$ cat config.mk
export PLATFORM = sky130hd
export DESIGN_NAME = ifetch_ctrl
export DESIGN_NICKNAME = d
export VERILOG_FILES = /design/src/rtl/ifetch_ctrl.sv
export SDC_FILE = /design/constraint.sdc
export NUM_CORES = 1
export LEC_CHECK = 0
export BUFFER_PORTS_ARGS = -buffer_cell sky130_fd_sc_hd__buf_2
export CAP_MARGIN = 10
export CORE_MARGIN = 2
export CORE_UTILIZATION = 32
export CTS_CLUSTER_DIAMETER = 60
export CTS_CLUSTER_SIZE = 28
export DETAILED_ROUTE_END_ITERATION = 10
export GPL_TIMING_DRIVEN = 0
export REMOVE_ABC_BUFFERS = 1
export SETUP_SLACK_MARGIN = 0.4
export SLEW_MARGIN = 10
export SYNTH_ARGS = -nofsm -noshare
export SYNTH_HDL_FRONTEND = slang
export SYNTH_SLANG_ARGS = --single-unit
$ cat constraint.sdc
create_clock -name clk -period 16.3 [get_ports clk]
set_input_delay 2.445 -clock clk [delete_from_list [all_inputs] [get_ports clk]]
set_output_delay 2.445 -clock clk [all_outputs]
set_load 0.01 [all_outputs]
$ cat src/rtl/ifetch_ctrl.sv
// ifetch_ctrl - instruction fetch controller with a 2-entry fetch buffer.
//
// Fetches one 32-bit word per cycle from a combinational instruction memory
// and buffers {pc, instr} pairs for a ready/valid consumer. Supports halt,
// single-cycle redirect (flush) and asynchronous reset.
//
// Ports:
//   clk            in   sole clock, rising edge
//   rst            in   asynchronous active-high reset
//   im_addr        out  [31:0] byte address to instruction memory (= pc)
//   im_data        in   [31:0] instruction word for im_addr, same cycle
//   halt           in   level; stops new fetches while high
//   redirect_valid in   single-cycle request to restart fetch at redirect_pc
//   redirect_pc    in   [31:0] redirect target (low two bits ignored)
//   out_valid      out  buffer head holds a valid instruction
//   out_ready      in   consumer accepts the head this cycle
//   out_instr      out  [31:0] instruction at buffer head
//   out_pc         out  [31:0] byte address of out_instr
module ifetch_ctrl #(
  parameter logic [31:0] RESET_PC = 32'h0000_0000,
  parameter int          DEPTH    = 2
) (
  input  logic        clk,
  input  logic        rst,
  output logic [31:0] im_addr,
  input  logic [31:0] im_data,
  input  logic        halt,
  input  logic        redirect_valid,
  input  logic [31:0] redirect_pc,
  output logic        out_valid,
  input  logic        out_ready,
  output logic [31:0] out_instr,
  output logic [31:0] out_pc
);

  localparam logic [31:0] RESET_PC_ALIGNED = {RESET_PC[31:2], 2'b00};
  localparam logic [1:0]  FULL_COUNT       = 2'(DEPTH);

  logic [31:0] pc, pc_next;
  logic [31:0] fifo_pc [0:1];
  logic [31:0] fifo_instr [0:1];
  logic [31:0] fifo_pc_next [0:1];
  logic [31:0] fifo_instr_next [0:1];
  logic        rd_ptr, rd_next;
  logic        wr_ptr, wr_next;
  logic [1:0]  count, count_next;
  logic [31:0] head_pc, head_pc_next;
  logic [31:0] head_instr, head_instr_next;
  logic        deq, enq;

  // Redirect targets are word aligned; the dropped bits are intentionally unused.
  logic unused_redirect_bits;
  assign unused_redirect_bits = ^redirect_pc[1:0];

  assign im_addr   = pc;
  assign out_valid = (count != 2'd0);
  assign out_instr = head_instr;
  assign out_pc    = head_pc;

  assign deq = out_valid & out_ready;
  // A full buffer can still accept a word when the head leaves in the same cycle.
  assign enq = !halt && !redirect_valid && ((count < FULL_COUNT) || deq);

  always_comb begin
    pc_next         = pc;
    rd_next         = rd_ptr;
    wr_next         = wr_ptr;
    count_next      = count;
    fifo_pc_next    = fifo_pc;
    fifo_instr_next = fifo_instr;
    head_pc_next    = head_pc;
    head_instr_next = head_instr;

    if (redirect_valid) begin
      // Flush: any handshake this cycle is honoured, but its entry is dropped.
      pc_next    = {redirect_pc[31:2], 2'b00};
      count_next = 2'd0;
      rd_next    = 1'b0;
      wr_next    = 1'b0;
    end else begin
      if (enq) begin
        fifo_pc_next[wr_ptr]    = pc;
        fifo_instr_next[wr_ptr] = im_data;
        pc_next                 = pc + 32'd4;
        wr_next                 = ~wr_ptr;
      end
      if (deq) begin
        rd_next = ~rd_ptr;
      end
      case ({enq, deq})
        2'b10:   count_next = count + 2'd1;
        2'b01:   count_next = count - 2'd1;
        default: count_next = count;
      endcase
      // Head outputs are registered copies of the next head so that im_data
      // never reaches out_* combinationally; an empty buffer holds the last head.
      if (count_next != 2'd0) begin
        head_pc_next    = fifo_pc_next[rd_next];
        head_instr_next = fifo_instr_next[rd_next];
      end
    end
  end

  always_ff @(posedge clk or posedge rst) begin
    if (rst) begin
      pc         <= RESET_PC_ALIGNED;
      rd_ptr     <= 1'b0;
      wr_ptr     <= 1'b0;
      count      <= 2'd0;
      head_pc    <= 32'd0;
      head_instr <= 32'd0;
      for (int i = 0; i < 2; i++) begin
        fifo_pc[i]    <= 32'd0;
        fifo_instr[i] <= 32'd0;
      end
    end else begin
      pc         <= pc_next;
      rd_ptr     <= rd_next;
      wr_ptr     <= wr_next;
      count      <= count_next;
      head_pc    <= head_pc_next;
      head_instr <= head_instr_next;
      for (int i = 0; i < 2; i++) begin
        fifo_pc[i]    <= fifo_pc_next[i];
        fifo_instr[i] <= fifo_instr_next[i];
      end
    end
  end

endmodule

==> impl_results.md, run 1 <==
- Status: completed
- R2R depth: 9
- Via Count: 6206
- CTS Buffer Depth: 3
- Cell area power density: between 150 and 200 nW/um^2
- Worst r2r src: count[0]
- Area Overhead vs Synth: 22.89%
- Synth cell types: 42
- Cts repair resizes: 0
- Initial DRC Count: approximately 320
- Port Buffers: 161
- DR DRC count: 0
- Post-route cell area: ~12000 sq um
- Post-synthesis instance area: around 9500 sq um
- Peak supply drop: just under 0.08 mV
- Cell count after synthesis: ~700
- Post-synth EDFFs: 0
- HP Class: register to register
- Synth Flop Type: dfrtp_1
- Switching pwr: around 560 uW
- Number of setup buffers added after CTS: 0
- Pint: between 1 and 1.5 mW
- DP Wirelength: 14550 um
- Worst slew pin tran: ~1.2 ns
- Leak: between 5 and 6 nW
- CP max FO: 69
- Worst R2R End: out_pc[15]
- Clock power share: 0.290
- Hold path endpoint: fifo_pc[32]
- Via density: 4.910
- Antenna-violating nets left: 0
- Final TNS setup: 0 ns
- PnR worst setup slack: approximately 11 ns
- Final hold violation count: 0
- Asr flop ratio synth: 1.000
- First-pass DRT Iterations: 4
- Required @ worst endpoint: between 15 and 20 ns
- Total gr overflow: 0
- GRT Util Overall: 0.1459
- TritonCTS clock tree: done
- Synth Warn #: 0
- DIE WIDTH: between 150 and 200 um
- Final setup fails: 0
- Setup WS pre-CTS: 10.24 ns
- Final wirelength: 22440 um
- Yosys reg bits: between 200 and 250
- Commonest non-fill, non-tap cell in the layout: dfrtp_1
- Overall power: between 1.5 and 2 mW
- Clock Latency Late Sink: 0.52 ns
- Final Max Slew Viols: 0
- First-pass GRT wire length: about 36000 um
- Antenna violations before repair: 1
- Multi-input logic area: ~3600 sq um
- Fin crit period: roughly 5.5 ns
- Worst Hold Depth: 1
- Flop pwr share: 0.438
- Core Region: 28940 sq um
- Synthesized area per cell: 13.30 sq um
- Largest net degree at the start of global routing: approximately 120
- I/O pin cnt: between 150 and 200
- Placed cell areas: approximately 11000 sq um
- Vias in the first global route: between 6000 and 7000
- Core Rows: 62
- Wire per inst: ~18 um
- Num CTS Buffers: 22
- Crit start category: input pin
- Seq/Total Area, Yosys: 0.5971
- Final #Nets: 936
- Starting density of the core: 0.3273
- Setup crit end kind: register
- Skew final: 0.02247 ns
- Clock sink count: 226
- Comb pwr share: 0.271
- Hold buffer count at cts: 0
- Slew margin rel.: 0.2172
- CP arrival: approximately 6 ns
- Fill cells: about 2700
- Register Area: between 5000 and 6000 sq um
- Die ar.: roughly 31000 sq um
- Clk pin slew, worst setup/hold paths: 0.07 ns
- Most frequent cells in the layout: dfrtp_1 (226), buf_2 (161), mux2_2 (88), and2_1 (68), a221o_1 (62)
- Share of layout cells above drive strength 1: 0.3675
- Net Sw Frac: 0.3023
- Max_cap viols: 0
- Die height: 176.0 um
- CTS Root Cell: clkbuf_16
- H-tree lvl count: 1
- Tcrit/Tclk final: 0.3372
- Max frequency: approximately 180 MHz
- GPL Wtd Cong: about 0.69
- R2R setup slack: 12.82 ns
- Worst Setup Path Type: input pin to register
- Min-delay src: fifo_pc[32]
- Unrepaired setup endpoints after global routing: no
## worst max-delay path, stage by stage
cell and delay [ns]:
buf_2 0.47, or3_1 0.53, ha_1 0.37, nor2b_1 0.09
a221o_4 0.57, buf_16 0.25, nor2_4 0.68, buf_12 0.27
a221o_1 0.17
## synth_stat cells, drive strengths merged, types with 2 or more instances
cell type | count | area share
a221o | 63 | 0.067
a31oi | 2 | 0.0013
and2 | 68 | 0.045
and3 | 7 | 0.0046
and4 | 2 | 0.0018
buf | 16 | 0.014
clkbuf | 32 | 0.013
dfrtp | 226 | 0.60
ha | 2 | 0.0026
inv | 6 | 0.0024
mux2 | 122 | 0.15
mux2i | 3 | 0.0032
nand2 | 40 | 0.016
nand3 | 13 | 0.0069
nand4 | 12 | 0.0079
nor2 | 9 | 0.0038
nor2b | 4 | 0.0034
nor3 | 3 | 0.0016
nor4 | 4 | 0.0033
nor4b | 2 | 0.0025
o21ai | 34 | 0.018
o31a | 2 | 0.0018
or3 | 2 | 0.0013
xnor2 | 9 | 0.0083
xor2 | 22 | 0.020
## worst max path at each step
stage | startpoint | endpoint | slack [ns] | depth (start not counted)
2_1_floorplan | rst | count[0] | 7.66 | 1
3_3_place_gp | rst | fifo_pc[62] | 4.90 | 2
3_5_place_dp | redirect_valid | out_instr[13] | 10.24 | 9
4_1_cts | redirect_valid | out_instr[13] | 10.76 | 9
5_1_grt | redirect_valid | out_pc[4] | 10.61 | 9
6_report | redirect_valid | out_pc[15] | 10.80 | 9
## registers in the layout, indices dropped and copies added (netlist names)
register    count
im_addr        30
wr_ptr          1
fifo_instr     64
out_pc         32
count           2
out_instr      32
fifo_pc        64
rd_ptr          1
## power by group through the flow
| stage | logic [mW] | clock network [mW] | registers, mW |
|---|---|---|---|
| 6_report | 0.503 | 0.538 | 0.812 |
| 5_1_grt | 0.556 | 0.580 | 0.835 |
| 4_1_cts | 0.514 | 0.557 | 0.814 |
| 3_5_place_dp | 0.509 | 0 | 0.824 |
| 3_3_place_gp | 0.496 | 0 | 0.819 |
| 2_1_floorplan | 0.287 | 0 | 0.846 |
## cells by family (layout without fill, tap and decap cells)
kind of cell / after synthesis / after routing / share of synthesized area
DFF: 226 / 226 / 0.5971
AOI/OAI and AO/OA: 103 / 103 / 0.08903
xor gates and xnor gates: 31 / 31 / 0.02867
other: 1 / 3 / 0.0003959
buffers and inverters: 54 / 220 / 0.02880
adders and majority gates: 2 / 2 / 0.002642
muxes: 125 / 125 / 0.1522
and+or+nand+nor: 170 / 170 / 0.1012
## metal layers
metal  share of wire  track usage
met3           0.055      0.03165
met5               0            0
met4           0.016      0.02858
met2            0.46       0.2356
met1            0.47       0.2032
## layout make-up
type                       instances  share of cell area
inverter                           6            0.002580
timing repair buffer             176             0.09567
tap                              384             0.04128
multi-input combinational        433              0.3084
clock buffer                      22             0.04730
sequential                       226              0.4859
antenna                            1           0.0002150
clock inverter                    16             0.01870
## per-stage QoR
step	std cells	hold slack (ns)	util
finish	1264	0.4807	0.4023
global route	1264	0.5061	0.4023
CTS	1263	0.4877	0.4022
detailed placement	1225	0.4706	0.3756
global placement	1210	0.4632	0.3633
floorplan	665	0.4443	-
Note: power is estimated with default switching activity, not from simulation.
==> inputs of run 2 (changes only) <==
--- a/config.mk
+++ b/config.mk
@@ -5,6 +5,7 @@
 export SDC_FILE = /design/constraint.sdc
 export NUM_CORES = 1
 export LEC_CHECK = 0
+export ABC_AREA = 1
 export BUFFER_PORTS_ARGS = -buffer_cell sky130_fd_sc_hd__buf_2
 export CAP_MARGIN = 10
 export CORE_MARGIN = 2
==> constraint.sdc (replaced) <==
create_clock -name clk -period 5.6 [get_ports clk]
set_input_delay 0.84 -clock clk [delete_from_list [all_inputs] [get_ports clk]]
set_output_delay 0.84 -clock clk [all_outputs]
set_load 0.01 [all_outputs]
==> run 2 against run 1 <==
Hold slack got worse by 0.30 ns; clock power grew to 3.7 times the previous value; worst setup slack got worse by 8.8 ns; critical path type unchanged; sequential cell count unchanged; combinational power rose to 3.4 times the previous value; sequential share of layout area down 8.1 points; register-to-register slack lost 10 ns; synthesized area is 24% higher.
==> impl_results.md, run 2 <==
- Status: completed (unchanged)
- Worst Setup Path Type: input pin to register (unchanged)
- Worst r2r src: count[1] (was count[0])
- Slew margin rel.: 0.4214 (was 0.2172)
- Share of layout cells above drive strength 1: 0.1270 (was 0.3675)
- Port Buffers: 161 (unchanged)
- Fill cells: 3837 (was 2746)
- Commonest non-fill, non-tap cell in the layout: nand2_1 (was dfrtp_1)
- First-pass GRT wire length: 56210 um (was 36270 um)
- Synth top area cells: dfrtp_1 (48%), nand2_1 (34%), o21ai_0 (5.4%) (was dfrtp_1 (60%), mux2_2 (10%), a221o_1 (6.7%))
- Yosys top cell by area: dfrtp_1 (unchanged)
- Via density: 4.729 (was 4.910)
- Asr flop ratio synth: 1.000 (unchanged)
- GPL Wtd Cong: 0.8314 (was 0.6907)
- Post-synthesis adder-cell area fraction: 0.002135 (was 0.002642)
- Final cell count without fillers: 2330 (was 1264)
- Register Area: 5659 sq um (was 5655 sq um)
- CTS Root Cell: clkbuf_16 (unchanged)
- Most frequent cells in the layout: nand2_1 (1069), dfrtp_1 (225), buf_2 (161), o21ai_0 (126), inv_1 (83) (was dfrtp_1 (226), buf_2 (161), mux2_2 (88), and2_1 (68), a221o_1 (62))
- Crit start category: input pin (unchanged)
- Via Count: 11018 (was 6206)
- H-tree lvl count: 1 (unchanged)
- Synth Flop Type: dfrtp_1 (unchanged)
- Multi-input logic area: 5305 sq um (was 3590 sq um)
- Top flop regs: fifo_instr x64, fifo_pc x64 (unchanged)
- Main combinational cell family by area after synthesis: simple AND/OR/NAND/NOR gates (was multiplexers)
- Skew final: 0.01760 ns (was 0.02247 ns)
- DP Wirelength: 21460 um (was 14550 um)
- Yosys reg bits: 226 (unchanged)
- GRT Util Overall: 0.1808 (was 0.1459)
- First-pass DRT Iterations: 5 (was 4)
- Placed cell areas: 12960 sq um (was 10870 sq um)
- Post-Synth Simple-Gate Area: 0.3816 (was 0.1012)
- Worst R2R End: out_pc[11] (was out_pc[15])
- Crit path largest cell delay: 0.60 ns (was 0.68 ns)
- Post-route cell area: 13990 sq um (was 11640 sq um)
- Seq/Total Area, Yosys: 0.4824 (was 0.5971)
- Synthesized area per cell: 6.800 sq um (was 13.30 sq um)
- Final setup fails: 0 (unchanged)
- Most numerous cell in the Yosys netlist: nand2_1 (was dfrtp_1)
- Required @ worst endpoint: 6.12 ns (was 16.73 ns)
- Final hold violation count: 0 (unchanged)
- Die ar.: 38180 sq um (was 30990 sq um)
- Leak: 7.732 nW (was 5.374 nW)
- Cell area power density: 431.2 nW/um^2 (was 159.2 nW/um^2)
- Total gr overflow: 0 (unchanged)
- Setup crit end kind: register (unchanged)
- I/O pin cnt: 166 (unchanged)
- Post-placement cell count: 2272 (was 1225)
- Vias in the first global route: 10850 (was 6375)
- Unrepaired setup endpoints after global routing: no (unchanged)
- Post-synth top cells: nand2_1 (1071), dfrtp_1 (226), o21ai_0 (126), inv_1 (84), nand3_1 (53) (was dfrtp_1 (226), mux2_2 (88), and2_1 (68), a221o_1 (63), nand2_1 (40))
- Number of setup buffers added after CTS: 0 (unchanged)
- Compound-Gate Fraction of Synth Area: 0.06265 (was 0.08904)
- Clk pin slew, worst setup/hold paths: 0.07 ns (about the same)
- Initial DRC Count: 575 (was 322)
- Hold buffer count at cts: 0 (unchanged)
- Peak supply drop: 0.2523 mV (was 0.07844 mV)
- CTS Buffer Depth: 3 (unchanged)
- Die height: 195.4 um (was 176.0 um)
- CP arrival: 4.07 ns (was 5.93 ns)
- Final wirelength: 34090 um (was 22440 um)
- DIE WIDTH: 195.4 um (was 176.0 um)
- CP startpoint: redirect_valid (unchanged)
- Yosys top cell area share: 0.4824 (was 0.5971)
- Core Region: 36350 sq um (was 28940 sq um)
- Core Rows: 70 (was 62)
- Final Max Slew Viols: 0 (unchanged)
- TritonCTS clock tree: done (unchanged)
- Starting density of the core: 0.3225 (was 0.3273)
- Largest net degree at the start of global routing: 109 (was 115)
- Antenna-violating nets left: 0 (unchanged)
- Setup crit end: out_pc[11] (was out_pc[15])
- Cell count after synthesis: 1724 (was 712)
- CP max FO: 64 (was 69)
- Fin crit period: between 3 and 4 ns
- R2R depth: 13 (was 9)
- Tcrit/Tclk final: 0.6352
- Final #Nets: 1906 (was 936)
- CP max stage cell: inv_4 (was nor2_4)
- Post-synth EDFFs: 0 (unchanged)
- Most frequent CP cell: nand2_1
- Max_cap viols: 0 (unchanged)
- Crit path cell chain: buf_2, nor2_1, nand2_8, ha_1, inv_1, nand4_1, nand3_1, nand2_4, buf_12, inv_4, nand2_1, nand2_1 (was buf_2, or3_1, ha_1, nor2b_1, a221o_4, buf_16, nor2_4, buf_12, a221o_1)
- Synth cell types: 29 (was 42)
- Area Overhead vs Synth: 19.36% (was 22.89%)
- Wire per inst: 14.63 um (was 17.75 um)
- Cts repair resizes: 0 (unchanged)
- Clock sink count: 226 (unchanged)
- Clock Latency Late Sink: 0.58 ns (was 0.52 ns)
- HP Class: input pin to asynchronous set/reset pin (was register to register)
- Num CTS Buffers: 29 (was 22)
- R2R setup slack: 2.56 ns (was 12.82 ns)
- DR DRC count: 0 (unchanged)
- Max frequency: 281.1 MHz
- Post-synthesis mux area share: 0 (was 0.1522)
- Synth Warn #: 0 (unchanged)
- Worst slew pin tran: 0.8657 ns (was 1.174 ns)
- Antenna violations before repair: 3 (was 1)
- Post-synthesis instance area: 11720 sq um (was 9472 sq um)
- Xor/xnor share of the synthesized area: 0.002135 (was 0.02867)
## run 2: worst min path at each step
stage / startpoint / to / slack [ns]
6_report: rst / out_instr[7] / 0.18
5_1_grt: rst / out_instr[8] / 0.18
4_1_cts: rst / out_instr[8] / 0.16
3_5_place_dp: out_instr[27] / out_instr[27] / 0.46
3_3_place_gp: out_pc[23] / out_pc[23] / 0.46
2_1_floorplan: fifo_pc[32] / fifo_pc[32] / 0.46
## run 2: critical path, delay by kind of cell
family | cells | cell delay (ns)
buf+inv | 4 | 1.55
simple gates | 7 | 1.30
fa+ha+maj | 1 | 0.30
## run 2: layout make-up
type                            count  area share
Sequential cell                   226      0.4045
Clock inverter                     25     0.02101
Inverter                           89     0.02531
Tap cell                          468     0.04185
Antenna cell                        4   0.0007154
Multi-Input combinational cell   1318      0.3791
Timing Repair Buffer              171     0.07565
Clock buffer                       29     0.05186
## run 2: metal layers
layer  track usage  part of all wire
met1        0.2371              0.46
met2        0.3065              0.46
met3       0.03057             0.051
met4       0.05315             0.024
met5             0                 0
## run 2: cell families after synthesis
kind of cell	after synthesis
adders and majority gates	2
AOI/OAI and AO/OA	141
xor gates and xnor gates	2
buffers and inverters	181
and+or+nand+nor	1171
other	1
DFF	226
## run 2: power by group
part / switching (mW) / total [mW] / internal (mW)
clock: 0.881 / 1.98 / 1.10
combinational: 1.11 / 1.71 / 0.601
sequential: 0.269 / 2.35 / 2.08
total: 2.26 / 6.03 / 3.78
## run 2: through the flow
stage	setup TNS, ns	total power [mW]	worst slack, ns	hold WS, ns	util
6_report	0	6.034	2.043	0.1796	0.3850
5_1_grt	0	6.481	1.706	0.1753	0.3847
4_1_cts	0	6.133	1.967	0.1571	0.3847
3_5_place_dp	0	4.111	1.397	0.4596	0.3566
3_3_place_gp	-1460.92	4.034	-4.712	0.4584	0.3479
2_1_floorplan	-323.45	3.395	-1.431	0.4552	-
==> inputs of run 3 (changes only) <==
==> constraint.sdc (replaced) <==
create_clock -name clk -period 3.1 [get_ports clk]
set_input_delay 0.465 -clock clk [delete_from_list [all_inputs] [get_ports clk]]
set_output_delay 0.465 -clock clk [all_outputs]
set_load 0.01 [all_outputs]
==> run 3 against run 2 <==
Critical path type is now register to register; cell area is 0.72% higher; critical endpoint is now out_pc[13]; non-clock buffer count increased by 3; worst setup slack worse by 1.4 ns; largest power group unchanged; clock-buffer cell count is the same; register-to-register slack got worse by 1.9 ns.
==> impl_results.md, run 3 (synthesis results as in run 2) <==
- R2R setup slack: 0.63 ns (was 2.56 ns)
- Antenna-violating nets left: 0 (unchanged)
- Fin crit period: about 2.5 ns
- Core Rows: 70 (unchanged)
- R2R depth: 13 (unchanged)
- Clk pin slew, worst setup/hold paths: 0.06 ns (was 0.07 ns)
- CTS Root Cell: clkbuf_16 (unchanged)
- Share of layout cells above drive strength 1: 0.1300 (was 0.1270)
- Clock sink count: 226 (unchanged)
- CP max FO: 64 (unchanged)
- Vias in the first global route: 10895 (was 10850)
- Max_cap viols: 0 (unchanged)
- DP Wirelength: 21460 um (unchanged)
- Total gr overflow: 0 (unchanged)
- Via density: 4.753 (was 4.729)
- CP startpoint: count[1] (was redirect_valid)
- First-pass GRT wire length: 56790 um (was 56210 um)
- Die ar.: 38180 sq um (unchanged)
- Setup crit end: out_pc[13] (was out_pc[11])
- I/O pin cnt: 166 (unchanged)
- Worst r2r src: count[1] (unchanged)
- Final Max Slew Viols: 0 (unchanged)
- Starting density of the core: 0.3225 (unchanged)
- CP arrival: 2.99 ns (was 4.07 ns)
- Most frequent CP cell: nand2_1 (unchanged)
- Final #Nets: 1910 (was 1906)
- Met1 WL: 16270 um (was 15670 um)
- Crit path largest cell delay: 0.40 ns (was 0.60 ns)
- Fill cells: 3831 (was 3837)
- Met2 wire length: 16120 um (was 15840 um)
- Required @ worst endpoint: 3.62 ns (was 6.12 ns)
- Worst hold slack: 0.1077 ns (was 0.1796 ns)
- Clock Latency Late Sink: 0.58 ns (about the same)
- Core Region: 36350 sq um (unchanged)
- Worst Setup Path Type: register to register (was input pin to register)
- Slew margin rel.: 0.5166 (was 0.4214)
- Num CTS Buffers: 29 (unchanged)
- Worst slew pin tran: 0.7240 ns (was 0.8657 ns)
- Stages on worst setup path: 13 (was 12)
- HP Class: input pin to register (was input pin to asynchronous set/reset pin)
- DR DRC count: 0 (unchanged)
- TritonCTS clock tree: done (unchanged)
- CP max stage cell: dfrtp_1 (was inv_4)
- Worst R2R End: out_pc[13] (was out_pc[11])
- Max frequency: between 400 and 500 MHz
- CP bufs+invs: 5 (was 4)
- GRT Util Overall: 0.1836 (was 0.1808)
- Overall power: 10.97 mW (was 6.034 mW)
- Commonest non-fill, non-tap cell in the layout: nand2_1 (unchanged)
- Largest net degree at the start of global routing: 109 (unchanged)
- Initial DRC Count: 637 (was 575)
- Status: completed (unchanged)
- Area Overhead vs Synth: 20.22% (was 19.36%)
- Leak: 7.773 nW (was 7.732 nW)
- Crit path cell chain: inv_1, nand2_1, nand2_1, inv_1, ha_1, inv_1, nand4_1, nand3_4, nand2_8, buf_16, inv_12, nand2_1, nand2_1 (was buf_2, nor2_1, nand2_8, ha_1, inv_1, nand4_1, nand3_1, nand2_4, buf_12, inv_4, nand2_1, nand2_1)
- Skew final: 0.01938 ns (was 0.01760 ns)
- Setup crit end kind: register (unchanged)
- H-tree lvl count: 1 (unchanged)
- Final setup fails: 0 (unchanged)
- Post-layout util: 0.3877 (was 0.3850)
- Crit start category: register (was input pin)
- CTS Buffer Depth: 3 (unchanged)
- Cell area power density: 778.6 nW/um^2 (was 431.2 nW/um^2)
- DR top layer: met5 (was met4)
- Final wirelength: 35150 um (was 34090 um)
- Antenna violations before repair: 3 (unchanged)
- Tcrit/Tclk final: 0.7959
- GPL Wtd Cong: 0.8314 (unchanged)
- Top flop regs: fifo_instr x64, fifo_pc x64 (unchanged)
- Final hold violation count: 0 (unchanged)
- Port Buffers: 161 (unchanged)
- Wire per inst: 15.07 um (was 14.63 um)
- Unrepaired setup endpoints after global routing: no (unchanged)
- Peak supply drop: 0.4573 mV (was 0.2523 mV)
- Via Count: 11085 (was 11018)
- First-pass DRT Iterations: 5 (unchanged)
- Routed wl met3: 1921 um (was 1752 um)
- Die height: 195.4 um (unchanged)
- CP delay by family, top: simple AND/OR/NAND/NOR gates (was buffers and inverters)
- Most frequent cells in the layout: nand2_1 (1068), dfrtp_1 (225), buf_2 (160), o21ai_0 (126), inv_1 (83) (was nand2_1 (1069), dfrtp_1 (225), buf_2 (161), o21ai_0 (126), inv_1 (83))
- DIE WIDTH: 195.4 um (unchanged)
run 3: what timing repair did:
action,CTS,global route
pin swaps,1,0
gates cloned,1,1
buffers inserted,1,0
setup endpoints to repair,74,64
endpoints found under the hold margin,17,0
hold buffers,1,0
gates resized for setup,8,3
run 3: area by class of cell:
class	count	area [sq um]	area share
diodes	2	5.005	0.0003551
clock buffers	29	725.7	0.05150
clock inverters	25	294.0	0.02086
inverters	89	366.6	0.02601
multi-input cells	1319	5345	0.3793
flip-flops and latches	226	5659	0.4016
well taps	468	585.6	0.04155
repair buffers	174	1111	0.07884
run 3: worst register-to-register path, cell delays in order (launching register included):
cell     delay (ns)
dfrtp_1        0.40
inv_1          0.08
nand2_1        0.07
nand2_1        0.18
inv_1          0.10
ha_1           0.32
inv_1          0.10
nand4_1        0.15
nand3_4        0.20
nand2_8        0.08
buf_16         0.19
inv_12         0.32
nand2_1        0.13
nand2_1        0.08
run 3: how the worst min path moves through the flow:
stage | startpoint | endpoint | slack, ns | depth (start not counted)
after global routing | redirect_pc[5] | im_addr[5] | 0.10 | 3
after floorplan | fifo_pc[32] | fifo_pc[32] | 0.46 | 1
after detailed placement | rst | out_instr[8] | 0.41 | 2
final | redirect_pc[5] | im_addr[5] | 0.11 | 3
after CTS | redirect_pc[5] | im_addr[5] | 0.08 | 3
after global placement | out_pc[23] | out_pc[23] | 0.46 | 2
run 3: stage by stage:
step	TNS [ns]	worst slack [ns]	std cells	cell area (sq um)
6_report	0	0.6326	2332	14090
5_1_grt	0	0.4073	2330	14090
4_1_cts	0	0.5211	2329	14040
3_5_place_dp	-50.23	-0.7275	2272	12960
3_3_place_gp	-2441.45	-6.837	2262	12650
2_1_floorplan	-973.91	-3.556	1633	11250
run 3: per-layer routing:
layer,vias to the layer above,track usage
li1,5524,-
met1,5256,0.2421
met2,247,0.3102
met3,56,0.03022
met4,2,0.05428
met5,-,0
run 3: power breakdown:
group          internal (mW)  total [mW]  switching (mW)  leakage, nW
clock                   1.98        3.56            1.58        0.497
sequential              3.76        4.25           0.489         2.89
combinational           1.11        3.16            2.05         4.38
total                   6.84        11.0            4.13         7.77
